==> src/rtl/tdr_pkg.sv <==
// Shared types and constants for the TDR cell controller.
package tdr_pkg;

    // Controller sequencing states.
    typedef enum logic [2:0] {
        ST_IDLE,
        ST_CLEAR,
        ST_WE0,
        ST_GAP,
        ST_WE1,
        ST_RD_WAIT
    } tdr_state_t;

    // Cycles of latency added by the two-flop synchronizer on the TDR outputs.
    localparam int SYNC_LAT = 2;

    // Bits needed to hold any value in 0..max_val (never less than one).
    function automatic int cnt_width(input int max_val);
        return (max_val < 2) ? 1 : $clog2(max_val + 1);
    endfunction

    function automatic int max_int(input int a, input int b);
        return (a > b) ? a : b;
    endfunction

endpackage

==> src/rtl/tdr_sync2.sv <==
// Two-flop synchronizer bringing an asynchronous TDR signal into clk_i.
module tdr_sync2 (
    input  logic clk_i,
    input  logic rst_i,
    input  logic d_i,
    output logic q_o
);

    logic r_meta;
    logic r_sync;

    // First flop may go metastable; second flop gives it a full cycle to settle.
    always_ff @(posedge clk_i or posedge rst_i) begin
        if (rst_i) begin
            r_meta <= 1'b0;
            r_sync <= 1'b0;
        end else begin
            // NOTE: non-blocking assignments make both flops sample the old
            // values, giving a true two-stage chain rather than one flop.
            r_meta <= d_i;
            r_sync <= r_meta;
        end
    end

    assign q_o = r_sync;

endmodule

==> src/rtl/tdr_controller.sv <==
// Sequencer for one time-domain register cell: encodes writes as WE0->WE1
// pulse spacing and decodes reads by timing the cell's output rising edge.
module tdr_controller
    import tdr_pkg::*;
#(
    parameter int VAL_W     = 4,
    parameter int PULSE_W   = 2,
    parameter int RD_OFFSET = 2,
    parameter int TIMEOUT   = 64
) (
    input  logic             clk_i,
    input  logic             rst_i,
    input  logic             wr_req_i,
    input  logic [VAL_W-1:0] wr_data_i,
    input  logic             rd_req_i,
    output logic             ready_o,
    output logic             wr_done_o,
    output logic             rd_valid_o,
    output logic [VAL_W-1:0] rd_data_o,
    output logic             rd_err_o,
    output logic             rd_carry_o,
    output logic             tdr_we0_o,
    output logic             tdr_we1_o,
    output logic             tdr_re_o,
    output logic             tdr_rstb_o,
    input  logic             tdr_out_i,
    input  logic             tdr_carry_i
);

    // One counter serves pulse widths, the gap and the read timer; the read
    // timer dominates because TIMEOUT exceeds the largest encodable value.
    localparam int CNT_W = max_int(cnt_width(TIMEOUT),
                                   max_int(cnt_width(2**VAL_W), cnt_width(PULSE_W)));

    localparam logic [CNT_W-1:0] PW_LAST  = CNT_W'(PULSE_W - 1);
    localparam logic [CNT_W-1:0] TO_LAST  = CNT_W'(TIMEOUT - 1);
    localparam logic [CNT_W-1:0] DEC_BIAS = CNT_W'(SYNC_LAT + RD_OFFSET);
    localparam logic [CNT_W-1:0] MAX_VAL  = CNT_W'((2**VAL_W) - 1);
    localparam logic [CNT_W-1:0] CNT_ONE  = CNT_W'(1);

    tdr_state_t       r_state;
    tdr_state_t       w_next_state;
    logic [CNT_W-1:0] r_cnt;
    logic [VAL_W-1:0] r_val;
    logic [VAL_W-1:0] r_rd_data;
    logic             r_rd_err;
    logic             r_rd_carry;
    logic             r_wr_done;
    logic             r_rd_valid;
    logic             r_we0;
    logic             r_we1;
    logic             r_re;
    logic             r_rstb;
    logic             r_out_prev;

    logic             w_out_s;
    logic             w_carry_s;
    logic             w_out_rise;
    logic [CNT_W-1:0] w_val_ext;
    logic [CNT_W-1:0] w_diff;
    logic [VAL_W-1:0] w_dec_data;
    logic             w_dec_err;
    logic             w_capture_wr;
    logic             w_wr_done;
    logic             w_rd_done;
    logic [VAL_W-1:0] w_rd_data;
    logic             w_rd_err;
    logic             w_carry_cap;

    tdr_sync2 u_sync_out (
        .clk_i (clk_i),
        .rst_i (rst_i),
        .d_i   (tdr_out_i),
        .q_o   (w_out_s)
    );

    tdr_sync2 u_sync_carry (
        .clk_i (clk_i),
        .rst_i (rst_i),
        .d_i   (tdr_carry_i),
        .q_o   (w_carry_s)
    );

    assign w_out_rise = w_out_s & ~r_out_prev;
    assign w_val_ext  = CNT_W'(r_val);
    assign w_diff     = r_cnt - DEC_BIAS;

    // Convert the edge count into a value, clamping out-of-range results.
    always_comb begin
        w_dec_data = '0;
        w_dec_err  = 1'b1;
        if (r_cnt < DEC_BIAS) begin
            w_dec_data = '0;
            w_dec_err  = 1'b1;
        end else if (w_diff > MAX_VAL) begin
            w_dec_data = '1;
            w_dec_err  = 1'b1;
        end else begin
            w_dec_data = w_diff[VAL_W-1:0];
            w_dec_err  = 1'b0;
        end
    end

    // Next-state and completion decode.
    always_comb begin
        // NOTE: every output of this block gets a default first so no path
        // leaves one unassigned, which would otherwise infer a latch.
        w_next_state = r_state;
        w_capture_wr = 1'b0;
        w_wr_done    = 1'b0;
        w_rd_done    = 1'b0;
        w_rd_data    = '0;
        w_rd_err     = 1'b0;
        w_carry_cap  = 1'b0;
        unique case (r_state)
            ST_IDLE: begin
                if (wr_req_i) begin
                    w_capture_wr = 1'b1;
                    w_next_state = ST_CLEAR;
                end else if (rd_req_i) begin
                    w_next_state = ST_RD_WAIT;
                end
            end
            ST_CLEAR: begin
                w_next_state = ST_WE0;
            end
            ST_WE0: begin
                if (r_cnt == PW_LAST) begin
                    w_next_state = (r_val == '0) ? ST_WE1 : ST_GAP;
                end
            end
            ST_GAP: begin
                if (r_cnt + CNT_ONE == w_val_ext) begin
                    w_next_state = ST_WE1;
                end
            end
            ST_WE1: begin
                if (r_cnt == PW_LAST) begin
                    w_wr_done    = 1'b1;
                    w_next_state = ST_IDLE;
                end
            end
            ST_RD_WAIT: begin
                if (r_cnt == '0 && w_out_s) begin
                    // Output was already high when the read began: stale cell.
                    w_rd_done    = 1'b1;
                    w_rd_err     = 1'b1;
                    w_next_state = ST_IDLE;
                end else if (w_out_rise) begin
                    w_rd_done    = 1'b1;
                    w_rd_data    = w_dec_data;
                    w_rd_err     = w_dec_err;
                    w_carry_cap  = 1'b1;
                    w_next_state = ST_IDLE;
                end else if (r_cnt == TO_LAST) begin
                    w_rd_done    = 1'b1;
                    w_rd_err     = 1'b1;
                    w_next_state = ST_IDLE;
                end
            end
            default: begin
                w_next_state = ST_IDLE;
            end
        endcase
    end

    // State register.
    always_ff @(posedge clk_i or posedge rst_i) begin
        if (rst_i) begin
            r_state <= ST_IDLE;
        end else begin
            r_state <= w_next_state;
        end
    end

    // Phase counter restarts on every state change, value capture and read results.
    always_ff @(posedge clk_i or posedge rst_i) begin
        if (rst_i) begin
            r_cnt      <= '0;
            r_val      <= '0;
            r_rd_data  <= '0;
            r_rd_err   <= 1'b0;
            r_rd_carry <= 1'b0;
            r_out_prev <= 1'b0;
        end else begin
            r_out_prev <= w_out_s;
            if (w_next_state != r_state) begin
                r_cnt <= '0;
            end else if (r_state != ST_IDLE) begin
                r_cnt <= r_cnt + CNT_ONE;
            end
            if (w_capture_wr) begin
                r_val <= wr_data_i;
            end
            if (w_rd_done) begin
                r_rd_data <= w_rd_data;
                r_rd_err  <= w_rd_err;
            end
            if (w_carry_cap) begin
                r_rd_carry <= w_carry_s;
            end
        end
    end

    // Registered strobes to the cell and pulses to the host, glitch-free.
    always_ff @(posedge clk_i or posedge rst_i) begin
        if (rst_i) begin
            r_we0      <= 1'b0;
            r_we1      <= 1'b0;
            r_re       <= 1'b0;
            r_rstb     <= 1'b0;
            r_wr_done  <= 1'b0;
            r_rd_valid <= 1'b0;
        end else begin
            r_we0      <= (w_next_state == ST_WE0);
            r_we1      <= (w_next_state == ST_WE1);
            r_re       <= (w_next_state == ST_RD_WAIT);
            r_rstb     <= (w_next_state != ST_CLEAR);
            r_wr_done  <= w_wr_done;
            r_rd_valid <= w_rd_done;
        end
    end

    assign ready_o    = (r_state == ST_IDLE);
    assign wr_done_o  = r_wr_done;
    assign rd_valid_o = r_rd_valid;
    assign rd_data_o  = r_rd_data;
    assign rd_err_o   = r_rd_err;
    assign rd_carry_o = r_rd_carry;
    assign tdr_we0_o  = r_we0;
    assign tdr_we1_o  = r_we1;
    assign tdr_re_o   = r_re;
    assign tdr_rstb_o = r_rstb;

endmodule

==> config.mk <==
export PLATFORM = sky130hd
export DESIGN_NAME = tdr_controller
export DESIGN_NICKNAME = d
export VERILOG_FILES = /design/src/rtl/tdr_pkg.sv /design/src/rtl/tdr_sync2.sv /design/src/rtl/tdr_controller.sv
export SDC_FILE = /design/constraint.sdc
export NUM_CORES = 1
export LEC_CHECK = 0
export ABC_AREA = 1
export CORE_ASPECT_RATIO = 1.2
export CORE_MARGIN = 2
export CORE_UTILIZATION = 49
export DETAILED_ROUTE_END_ITERATION = 12
export HOLD_SLACK_MARGIN = 0.02
export PLACE_DENSITY_LB_ADDON = 0.08
export SLEW_MARGIN = 5
export SYNTH_ARGS = -nofsm -noshare
export SYNTH_HDL_FRONTEND = slang
export SYNTH_SLANG_ARGS = --single-unit
==> constraint.sdc <==
create_clock -name clk_i -period 1.9 [get_ports clk_i]
set_clock_uncertainty 0.15 [all_clocks]
set_input_delay 0.19 -clock clk_i [delete_from_list [all_inputs] [get_ports clk_i]]
set_output_delay 0.19 -clock clk_i [all_outputs]
set_load 0.005 [all_outputs]
; ---- Yosys cells after proc, flatten, opt, wreduce, memory -nomap -nowiden
; Cells that the tools add are included.
[word_totals]
register_bits = 31
[classes]
add_sub_neg = 2
order_cmp = 2
eq_ne = 13
muxes = 33
bitwise_logic = 2
n_reduce_logical = 6
[ops]
columns = op, n
row1 = two-way mux 3 bit, 9
row2 = two-way mux 4 bit, 5
row3 = case mux 3 bit (6 select lines), 1
row4 = two-way mux 1 bit, 16
row5 = two-way mux 7 bit, 2
row6 = equality test 3 bit (second input constant), 4
row7 = equality test 3 x 2 -> 1 bit (second input constant), 3
row8 = adder 7 x 1 -> 7 bit (second input constant), 1
row9 = equality test 7 x 1 -> 1 bit (second input constant), 1
row10 = equality test 7 x 4 -> 1 bit, 1
row11 = equality test 7 x 6 -> 1 bit (second input constant), 1
row12 = > comparator 7 x 4 -> 1 bit (second input constant), 1
row13 = zero test 7 bit, 1
row14 = less-than comparator 7 x 3 -> 1 bit (second input constant), 1
row15 = subtractor 7 x 3 -> 7 bit (second input constant), 1
row16 = zero test 4 bit, 1
row17 = equality test 3 x 1 -> 1 bit (second input constant), 1
row18 = zero test 3 bit, 1
row19 = inequality test 3 x 1 -> 1 bit (second input constant), 1
row20 = inequality test 3 bit, 1
row21 = nonzero test 3 bit, 1
row22 = nonzero test 2 bit, 1
row23 = bitwise AND 1 bit, 1
row24 = logical AND 1 bit, 1
row25 = inverter 1 bit, 1

; ---- Logic depth before layout (Yosys ltp)
; Gate-level depths: netlist (run 1).
[logic_depth]
depth_word = 7
ltp_mapped = 15
ltp_nobuf = 15

; ---- Cells and area by module
; Synthesis (run 1) repeated with hierarchy kept, for this count alone.
[hier_totals]
hier_cells = 200
hier_area_um2 = 1670.4
[by_module_without_submodules]
columns = module, instances, cells_each, area_each_um2, seq_area_each_um2
row1 = tdr_controller, 1, 194, 1562.7, 675.6
row2 = tdr_sync2, 2, 3, 53.8, 50.0

; ---- Worst setup path before layout (run 1)
; OpenSTA, ideal clock, no wires.
[synth_path]
kind = register to register
startpoint = register r_cnt[0]
endpoint = register r_cnt[2]
t_arrival_ns = 1.692
required_time_ns = 1.629
setup_slack_ns = -0.063
stages_incl_launch_ff = 14
n_path_buf = 0
path_cell_list = dfrtp_1 -> inv_2 -> ha_1 -> inv_1 -> nand2_1 -> nand2_1 -> nor2_2 -> nand3_1 -> nor2_2 -> nand2_2 -> nand2_4 -> o211ai_1 -> nand3_4 -> nor2_1
[synth_between]
elab_chain_cells = 7
[synth_rtl]
columns = element, line_no
row1 = "start, declared", tdr_controller.sv:43  ; logic [CNT_W-1:0] r_cnt;
row2 = "start signal, assigned", tdr_controller.sv:190  ; r_cnt <= r_cnt + CNT_ONE;
row3 = "parallel branches: the longest is 7 deep, another holds adder 7 x 1 -> 7 bit", n/a
; Several ways; the timed one is not identified. The select of a mux whose other input is x is not followed.
; A chain may end at the register's enable or synchronous reset.

; ---- Worst setup path in the final report (run 1)
[layout_path]
startpoint = register r_cnt[1]
endpoint = register r_cnt[5]
; The elaborated chain is that of the path after synthesis.

==> key figures, run 1 <==
Status
  • Outcome: finished with violations
  • Violations in the final reports: setup timing

STA
  • Fin Hold WS: 0.132 ns
  • Worst slew margin relative to its limit: 70.0%
  • Count of final hold-check violations: 0
  • Maximum clock frequency: 497 MHz
  • Transition time of the tightest slew-check pin: 0.449 ns
  • Final critical path time including I/O delays and setup: 2.01 ns
  • Count of final setup violators: 10
  • Unrepaired setup endpoints after global routing: true
  • Share of the clock period used by the worst path: 106%
  • Final worst setup slack: -0.111 ns
  • Max-slew violation total from the final report: 0

Power and ir drop
  • Sequential Power Share: 28.3%
  • Switching Share: 44.4%
  • Switching power total: 1.62 mW
  • Worst IR Drop VDD: 1.20 mV
  • Clock network fraction of total power: 14.2%
  • Internal power consumption: 2.02 mW
  • Portion of total power attributed to combinational logic: 57.5%
  • Power per cell area: 1620 mW/mm^2
  • Leakage component of the power: 1.07 nW
  • Sum of internal, switching and leakage power: 3.64 mW

Cells and area
  • Area added between synthesis and finish: 32.8%
  • Highest-count cells in the layout ignoring fill and taps: sky130_fd_sc_hd__nand2_1, sky130_fd_sc_hd__dfrtp_1, sky130_fd_sc_hd__clkdlybuf4s50_1, sky130_fd_sc_hd__inv_1, sky130_fd_sc_hd__nor2_1
  • Number of filler instances in the final layout: 281
  • Post-layout utilization of the core: 67.9%
  • NumNets Final: 266
  • Sequential cell area: 778 um^2
  • Most common cell after layout, fill and taps aside: sky130_fd_sc_hd__nand2_1
  • Ant. Diodes: 0
  • Layout cells sized above 1: 28.8%
  • Combined area of the multi-input logic cells: 857 um^2

Setup path
  • Arrival time of data at the critical path endpoint: 2.07 ns
  • Required time reported for the critical path endpoint: 1.96 ns
  • Slowest cell on the critical path: sky130_fd_sc_hd__dfrtp_1
  • Startpoint kind of the worst setup timing path: flip-flop
  • Biggest fanout along the worst timing path: 7
  • Max stage delay on crit path: 0.40 ns
  • Worst setup EP type: flip-flop
  • WS Path Type: reg2reg
  • Ordered list of cells on the worst path: inv_2 > ha_4 > inv_2 > nand2_1 > nand2_1 > nor2_2 > nand3_1 > nor2_2 > nand3_1 > nand4_1 > nand3_4 > nor2_1

Synthesis
  • Synth area leaders: sky130_fd_sc_hd__dfrtp_1, sky130_fd_sc_hd__nand2_1, sky130_fd_sc_hd__nor2_1
  • Compound-gate portion of the synthesized area: 9.62%
  • Simple-gate share of the synthesized area: 30.8%
  • Register bit count reported by yosys: 31
  • Fraction of synthesized area in multiplexers: 0%
  • Area share of the leading cell type in the synthesized netlist: 45.9%
  • Post-synthesis share of cell area spent on full adders, half adders and majority gates: 4.44%
  • Leading area contributor after synthesis: sky130_fd_sc_hd__dfrtp_1
  • Part of the Yosys area used for sequential elements: 45.9%
  • Cells after synthesis: 205
  • Nets in the synthesized netlist: 221
  • Count of different cell masters after synthesis: 31
  • Mean area per synthesized cell: 8.25 um^2
  • Xor/xnor share of the synthesized area: 1.55%
  • Combinational family with the most area after synthesis: simple AND/OR/NAND/NOR gates
  • Yosys warning total: 0
  • Cell area after technology mapping: 0.00169 mm^2

Clocking
  • CTS tree: yes
  • Skew-Pair Late Insertion Delay: 0.28 ns
  • CTS H-Tree Depth: 2
  • CTS Root Cell: sky130_fd_sc_hd__clkbuf_8
  • Number of hold buffers added after CTS: 0
  • Number of buffers created by CTS: 5
  • Clk buf depth: 2
  • Register clock-pin slew on the reported worst setup and hold paths: 0.06 ns
  • Clock net sink count: 31

Placement
  • Total of buffers placed on input and output ports: 22
  • Global placer's final weighted congestion: 0.885
  • Detailed Place HPWL: 2880 um

Die
  • Die H: 68.4 um
  • Top-level port count: 23
  • Placeable core region: 0.00331 mm^2
  • Total number of placement rows: 23
  • Starting density of the core: 51.1%
  • X dimension of the die: 57.6 um
  • Die Outline Area: 0.00394 mm^2

Detailed routing
  • Avg Vias per Cell: 5.31
  • First DRT Iteration DRCs: 42
  • Number of iterations in the first detailed-routing pass: 5
  • Remaining number of nets flagged by the antenna check after routing: 0
  • Post-route DRC violation count: 0
  • Vias: 1523
  • Routed wire length: 3970 um
  • Average detailed-routed wire length per instance: 13.8 um

Flow run
  • Number of max-cap violations: 0

Global routing
  • Overflow after GRT: 0
  • Maximum number of pins on one net before global-route repair: 32
  • First-pass GRT wire length: 6280 um
  • Aggregate global-route resource usage: 21.5%
  • Antenna violations before repair: 0
  • Via count of the first global-routing pass: 1381

Min path
  • Class of the tightest hold or removal check: in2async
area by class of cell:
cell class                      instances  share of cell area (%)
Multi-Input combinational cell        142                    38.1
Clock inverter                          1                   0.223
Clock buffer                            6                    3.67
Sequential cell                        31                    34.6
Tap cell                               37                    2.06
Inverter                               29                    4.96
Timing Repair Buffer                   41                    16.3
Yosys cell counts:
cell type                   count
sky130_fd_sc_hd__o21ai_1        3
sky130_fd_sc_hd__and3_1         1
sky130_fd_sc_hd__a21oi_1        6
sky130_fd_sc_hd__nand2_2        8
sky130_fd_sc_hd__inv_1         23
sky130_fd_sc_hd__o21ai_2        1
sky130_fd_sc_hd__ha_1           6
sky130_fd_sc_hd__nor2_4         1
sky130_fd_sc_hd__nand3b_2       1
sky130_fd_sc_hd__o21ai_0       14
sky130_fd_sc_hd__nor3_2         1
sky130_fd_sc_hd__nand2_4        2
sky130_fd_sc_hd__clkinv_1       1
sky130_fd_sc_hd__inv_2          5
sky130_fd_sc_hd__nand3_4        1
sky130_fd_sc_hd__o22ai_1        1
sky130_fd_sc_hd__nor2_1        27
sky130_fd_sc_hd__nand4_1        5
sky130_fd_sc_hd__o2111ai_1      1
sky130_fd_sc_hd__nand3_1       13
sky130_fd_sc_hd__dfrtp_1       31
sky130_fd_sc_hd__o211ai_1       1
sky130_fd_sc_hd__nor3_1         4
sky130_fd_sc_hd__nand2_1       32
sky130_fd_sc_hd__a211oi_1       1
sky130_fd_sc_hd__buf_4          3
sky130_fd_sc_hd__nor2_2         5
sky130_fd_sc_hd__o311ai_1       1
sky130_fd_sc_hd__nor4_1         2
sky130_fd_sc_hd__xor2_1         3
sky130_fd_sc_hd__nand3_2        1
path summary, 6_finish.rpt:
path                              startpoint                 to  slack [ns]  cells after the start
max                                 r_cnt[1]           r_cnt[5]       -0.11                     12
min                                    rst_i   u_sync_carry.q_o        0.13                      3
max reg2reg                         r_cnt[1]           r_cnt[5]       -0.11                     12
min reg2reg                u_sync_out.r_meta     u_sync_out.q_o        0.21                      0
max in group asynchronous              rst_i           r_cnt[0]        1.15                      3
min in group clk_i                 tdr_out_i  u_sync_out.r_meta        0.20                      1
logic make-up (layout without fill, tap and decap cells):
logic type | Yosys count | after routing
xor gates and xnor gates | 3 | 3
AOI/OAI and AO/OA | 29 | 29
buffers and inverters | 32 | 77
adders and majority gates | 6 | 6
DFF | 31 | 31
and+or+nand+nor | 104 | 104
per-stage QoR:
stage                     std cells  setup TNS, ns  worst slack (ns)  cell area (um^2)
after global routing            287          -2.57            -0.259              2250
after detailed placement        276         -0.895            -0.115              2070
final                           287         -0.802            -0.111              2250
after floorplan                 205              0           0.00409              1710
after CTS                       286         -0.503           -0.0697              2200
after global placement          276         -0.674           -0.0890              2070
power by group through the flow:
stage	sequential (mW)	combinational, mW	clock (mW)
after global routing	1.05	2.33	0.551
after global placement	1.03	1.82	0
after CTS	1.01	1.98	0.531
final	1.03	2.09	0.518
after floorplan	1.01	1.25	0
after detailed placement	1.04	1.84	0
per-layer routing:
metal | wire length (um) | GRT usage, % | up-vias
met5 | 0 | 0 | -
met4 | 146 | 11.3 | 0
met3 | 168 | 4.54 | 14
met2 | 1940 | 36.2 | 47
met1 | 1720 | 25.8 | 708
li1 | - | - | 754
state kept, by name, indices dropped and copies added (netlist names):
register / flops
u_sync_out.r_meta: 1
r_cnt: 7
rd_valid_o: 1
u_sync_carry.q_o: 1
tdr_we0_o: 1
u_sync_out.q_o: 1
tdr_re_o: 1
tdr_rstb_o: 1
rd_err_o: 1
tdr_we1_o: 1
rd_carry_o: 1
wr_done_o: 1
rd_data_o: 4
r_state: 3
u_sync_carry.r_meta: 1
r_val: 4
r_out_prev: 1
worst max-delay path, delay by kind of cell (launching register included):
family	cells	cell delay, ns
fa+ha+maj	1	0.27
buf+inv	2	0.12
flops	1	0.40
simple gates	9	1.00
what timing repair did:
item                                    CTS  global route
buffers inserted                          3             1
cloned                                    0             0
resized for setup                         7            13
pin swaps                                 5             1
endpoints found under the setup margin   11            19
(Power assumes the default switching activity.)
==> run 2: changes to the inputs <==
--- a/config.mk
+++ b/config.mk
@@ -8,11 +8,13 @@
 export ABC_AREA = 1
 export CORE_ASPECT_RATIO = 1.2
 export CORE_MARGIN = 2
-export CORE_UTILIZATION = 49
+export CORE_UTILIZATION = 54
 export DETAILED_ROUTE_END_ITERATION = 12
 export HOLD_SLACK_MARGIN = 0.02
 export PLACE_DENSITY_LB_ADDON = 0.08
+export REMOVE_ABC_BUFFERS = 1
 export SLEW_MARGIN = 5
 export SYNTH_ARGS = -nofsm -noshare
 export SYNTH_HDL_FRONTEND = slang
 export SYNTH_SLANG_ARGS = --single-unit
+export TNS_END_PERCENT = 100
==> constraint.sdc (replaced) <==
create_clock -name clk_i -period 2.2 [get_ports clk_i]
set_clock_uncertainty 0.15 [all_clocks]
set_input_delay 0.22 -clock clk_i [delete_from_list [all_inputs] [get_ports clk_i]]
set_output_delay 0.22 -clock clk_i [all_outputs]
set_load 0.005 [all_outputs]
==> run 2 against run 1 <==
Against the previous run: the flow now finishes without violations; sequential power is 12% lower; core utilization rose by 3.0 points; combinational power is 23% lower; worst setup slack better by 0.24 ns; largest power group unchanged; highest routed layer unchanged.
==> key figures, run 2 (synthesis gave the netlist of run 1 again) <==
Setup path
  • R2r setup slk: 0.16 ns
  • Startpoint of the most critical register-to-register path: r_cnt[0]
  • Biggest fanout along the worst timing path: 7
  • Count of buffering cells on the critical path with inverters included: 2
  • WS Path Type: reg2out
  • Reg-to-Reg End: r_cnt[1]
  • Max stage delay on crit path: 0.51 ns
  • Slowest cell on the critical path: sky130_fd_sc_hd__clkdlybuf4s50_1
  • Required time reported for the critical path endpoint: 1.83 ns
  • Number of cells on the worst reg-to-reg path: 14
  • Worst setup EP type: output pin
  • Launch point of the worst path: r_state[1]
  • Ordered list of cells on the worst path: nor2_1 > nand2_1 > inv_2 > clkdlybuf4s50_1
  • Startpoint kind of the worst setup timing path: flip-flop
  • Critical path's top delay family: buffers and inverters
  • Arrival time of data at the critical path endpoint: 1.70 ns

Die
  • Die Outline Area: 0.00360 mm^2
  • X dimension of the die: 55.1 um
  • Total number of placement rows: 22
  • Die H: 65.3 um
  • Top-level port count: 23
  • Starting density of the core: 55.9%
  • Placeable core region: 0.00303 mm^2

Global routing
  • Overflow after GRT: 0
  • First-pass GRT wire length: 6510 um
  • Antenna violations before repair: 0
  • Aggregate global-route resource usage: 25.4%
  • Maximum number of pins on one net before global-route repair: 32
  • Via count of the first global-routing pass: 1483

Cells and area
  • Flip-flop count of the largest register, all copies and words added: 7
  • Highest-count cells in the layout ignoring fill and taps: sky130_fd_sc_hd__nand2_1, sky130_fd_sc_hd__dfrtp_1, sky130_fd_sc_hd__nor2_1, sky130_fd_sc_hd__clkdlybuf4s50_1, sky130_fd_sc_hd__inv_1
  • Post-layout utilization of the core: 70.9%
  • Ant. Diodes: 0
  • Most common cell after layout, fill and taps aside: sky130_fd_sc_hd__nand2_1
  • Reg with most FFs: r_cnt
  • NumNets Final: 256
  • Filler-free cell count of the finished design: 277
  • Final design area excluding fillers: 0.00215 mm^2
  • Area added between synthesis and finish: 26.9%
  • Layout cells sized above 1: 23.2%

Placement
  • Number of cells in the design after placement: 267
  • Total of buffers placed on input and output ports: 22
  • Placement Setup Slack: 0.0625 ns
  • Placed cell areas: 0.00199 mm^2
  • Detailed Place HPWL: 2950 um
  • Global placer's final weighted congestion: 0.932

Detailed routing
  • Average detailed-routed wire length per instance: 13.8 um
  • Remaining number of nets flagged by the antenna check after routing: 0
  • Number of iterations in the first detailed-routing pass: 4
  • Avg Vias per Cell: 5.34
  • Post-route DRC violation count: 0
  • First DRT Iteration DRCs: 45
  • Routed wire length: 3810 um
  • Vias: 1479

Min path
  • Class of the tightest hold or removal check: in2async

Status
  • Outcome: complete, no violations

Clocking
  • Clock net sink count: 31
  • CTS H-Tree Depth: 2
  • Register clock-pin slew on the reported worst setup and hold paths: 0.10 ns
  • Number of buffers created by CTS: 5
  • CTS tree: yes
  • Clk buf depth: 2
  • CTS Root Cell: sky130_fd_sc_hd__clkbuf_4
  • Skew-Pair Late Insertion Delay: 0.33 ns

Power and ir drop
  • Sequential Power Share: 30.4%
  • Switching power total: 1.33 mW
  • Switching Share: 44.8%
  • Leakage component of the power: 1.02 nW
  • Internal power consumption: 1.64 mW
  • Sum of internal, switching and leakage power: 2.98 mW
  • Clock network fraction of total power: 15.7%
  • Power per cell area: 1390 mW/mm^2
  • Worst IR Drop VDD: 0.965 mV
  • Portion of total power attributed to combinational logic: 53.9%

STA
  • Count of final hold-check violations: 0
  • Maximum clock frequency: 483 MHz
  • Max-slew violation total from the final report: 0
  • Unrepaired setup endpoints after global routing: false
  • Share of the clock period used by the worst path: 94.1%
  • Final critical path time including I/O delays and setup: 2.07 ns
  • Final worst setup slack: 0.129 ns
  • Fin Hold WS: 0.100 ns
  • Setup tns final: 0 ns
  • Worst slew margin relative to its limit: 58.4%
  • Count of final setup violators: 0
  • Transition time of the tightest slew-check pin: 0.614 ns

Flow run
  • Number of max-cap violations: 0
## run 2: area by class of cell
class	instances	area (um^2)
Tap cell	36	45.0
Multi-Input combinational cell	142	838
Sequential cell	31	778
Inverter	29	111
Clock inverter	2	35.0
Fill cell	249	881
Timing Repair Buffer	31	288
Clock buffer	6	51.3
## run 2: how the worst max path moves through the flow
stage / to / slack [ns] / depth (start not counted)
after global routing: r_cnt[1] / 0.0001 / 13
after CTS: r_cnt[6] / 0.04 / 14
after global placement: r_cnt[6] / 0.13 / 13
final: ready_o / 0.13 / 4
after floorplan: r_cnt[1] / 0.24 / 13
after detailed placement: r_cnt[4] / 0.06 / 14
## run 2: layer usage
metal / part of all wire [%] / GRT usage, %
met1: 40 / 30.8
met2: 53 / 42.1
met3: 4.7 / 5.45
met4: 2.4 / 11.0
met5: 0 / 0
## run 2: power by group through the flow
| stage | clock, mW | combinational (mW) | sequential (mW) |
|---|---|---|---|
| after detailed placement | 0 | 1.49 | 0.904 |
| after global placement | 0 | 1.45 | 0.891 |
| after global routing | 0.506 | 1.79 | 0.924 |
| after floorplan | 0 | 0.995 | 0.894 |
| after CTS | 0.478 | 1.50 | 0.894 |
| final | 0.468 | 1.60 | 0.904 |
## run 2: worst reg2reg max path: stages (launching register included)
cell,delay (ns)
sky130_fd_sc_hd__dfrtp_2,0.45
sky130_fd_sc_hd__ha_2,0.25
sky130_fd_sc_hd__inv_1,0.07
sky130_fd_sc_hd__nand2_1,0.08
sky130_fd_sc_hd__nand3_1,0.10
sky130_fd_sc_hd__nand2_2,0.10
sky130_fd_sc_hd__nand3_2,0.09
sky130_fd_sc_hd__nor2_4,0.13
sky130_fd_sc_hd__nand2_2,0.07
sky130_fd_sc_hd__nand2_4,0.10
sky130_fd_sc_hd__nand2_4,0.07
sky130_fd_sc_hd__nand2_2,0.06
sky130_fd_sc_hd__nand2_2,0.07
sky130_fd_sc_hd__nand3_4,0.10
sky130_fd_sc_hd__nor2_1,0.06
## run 2: repair_timing
item	CTS	global route
setup buffers	0	2
endpoints found under the setup margin	0	10
hold buffers	0	0
resized for setup	0	17
==> run 3: changes to the inputs <==
--- a/config.mk
+++ b/config.mk
@@ -9,6 +9,7 @@
 export CORE_ASPECT_RATIO = 1.2
 export CORE_MARGIN = 2
 export CORE_UTILIZATION = 54
+export CTS_CLUSTER_SIZE = 40
 export DETAILED_ROUTE_END_ITERATION = 12
 export HOLD_SLACK_MARGIN = 0.02
 export PLACE_DENSITY_LB_ADDON = 0.08
==> results of run 3 <==
Final layout, timing and power as in run 2 (identical DEF).
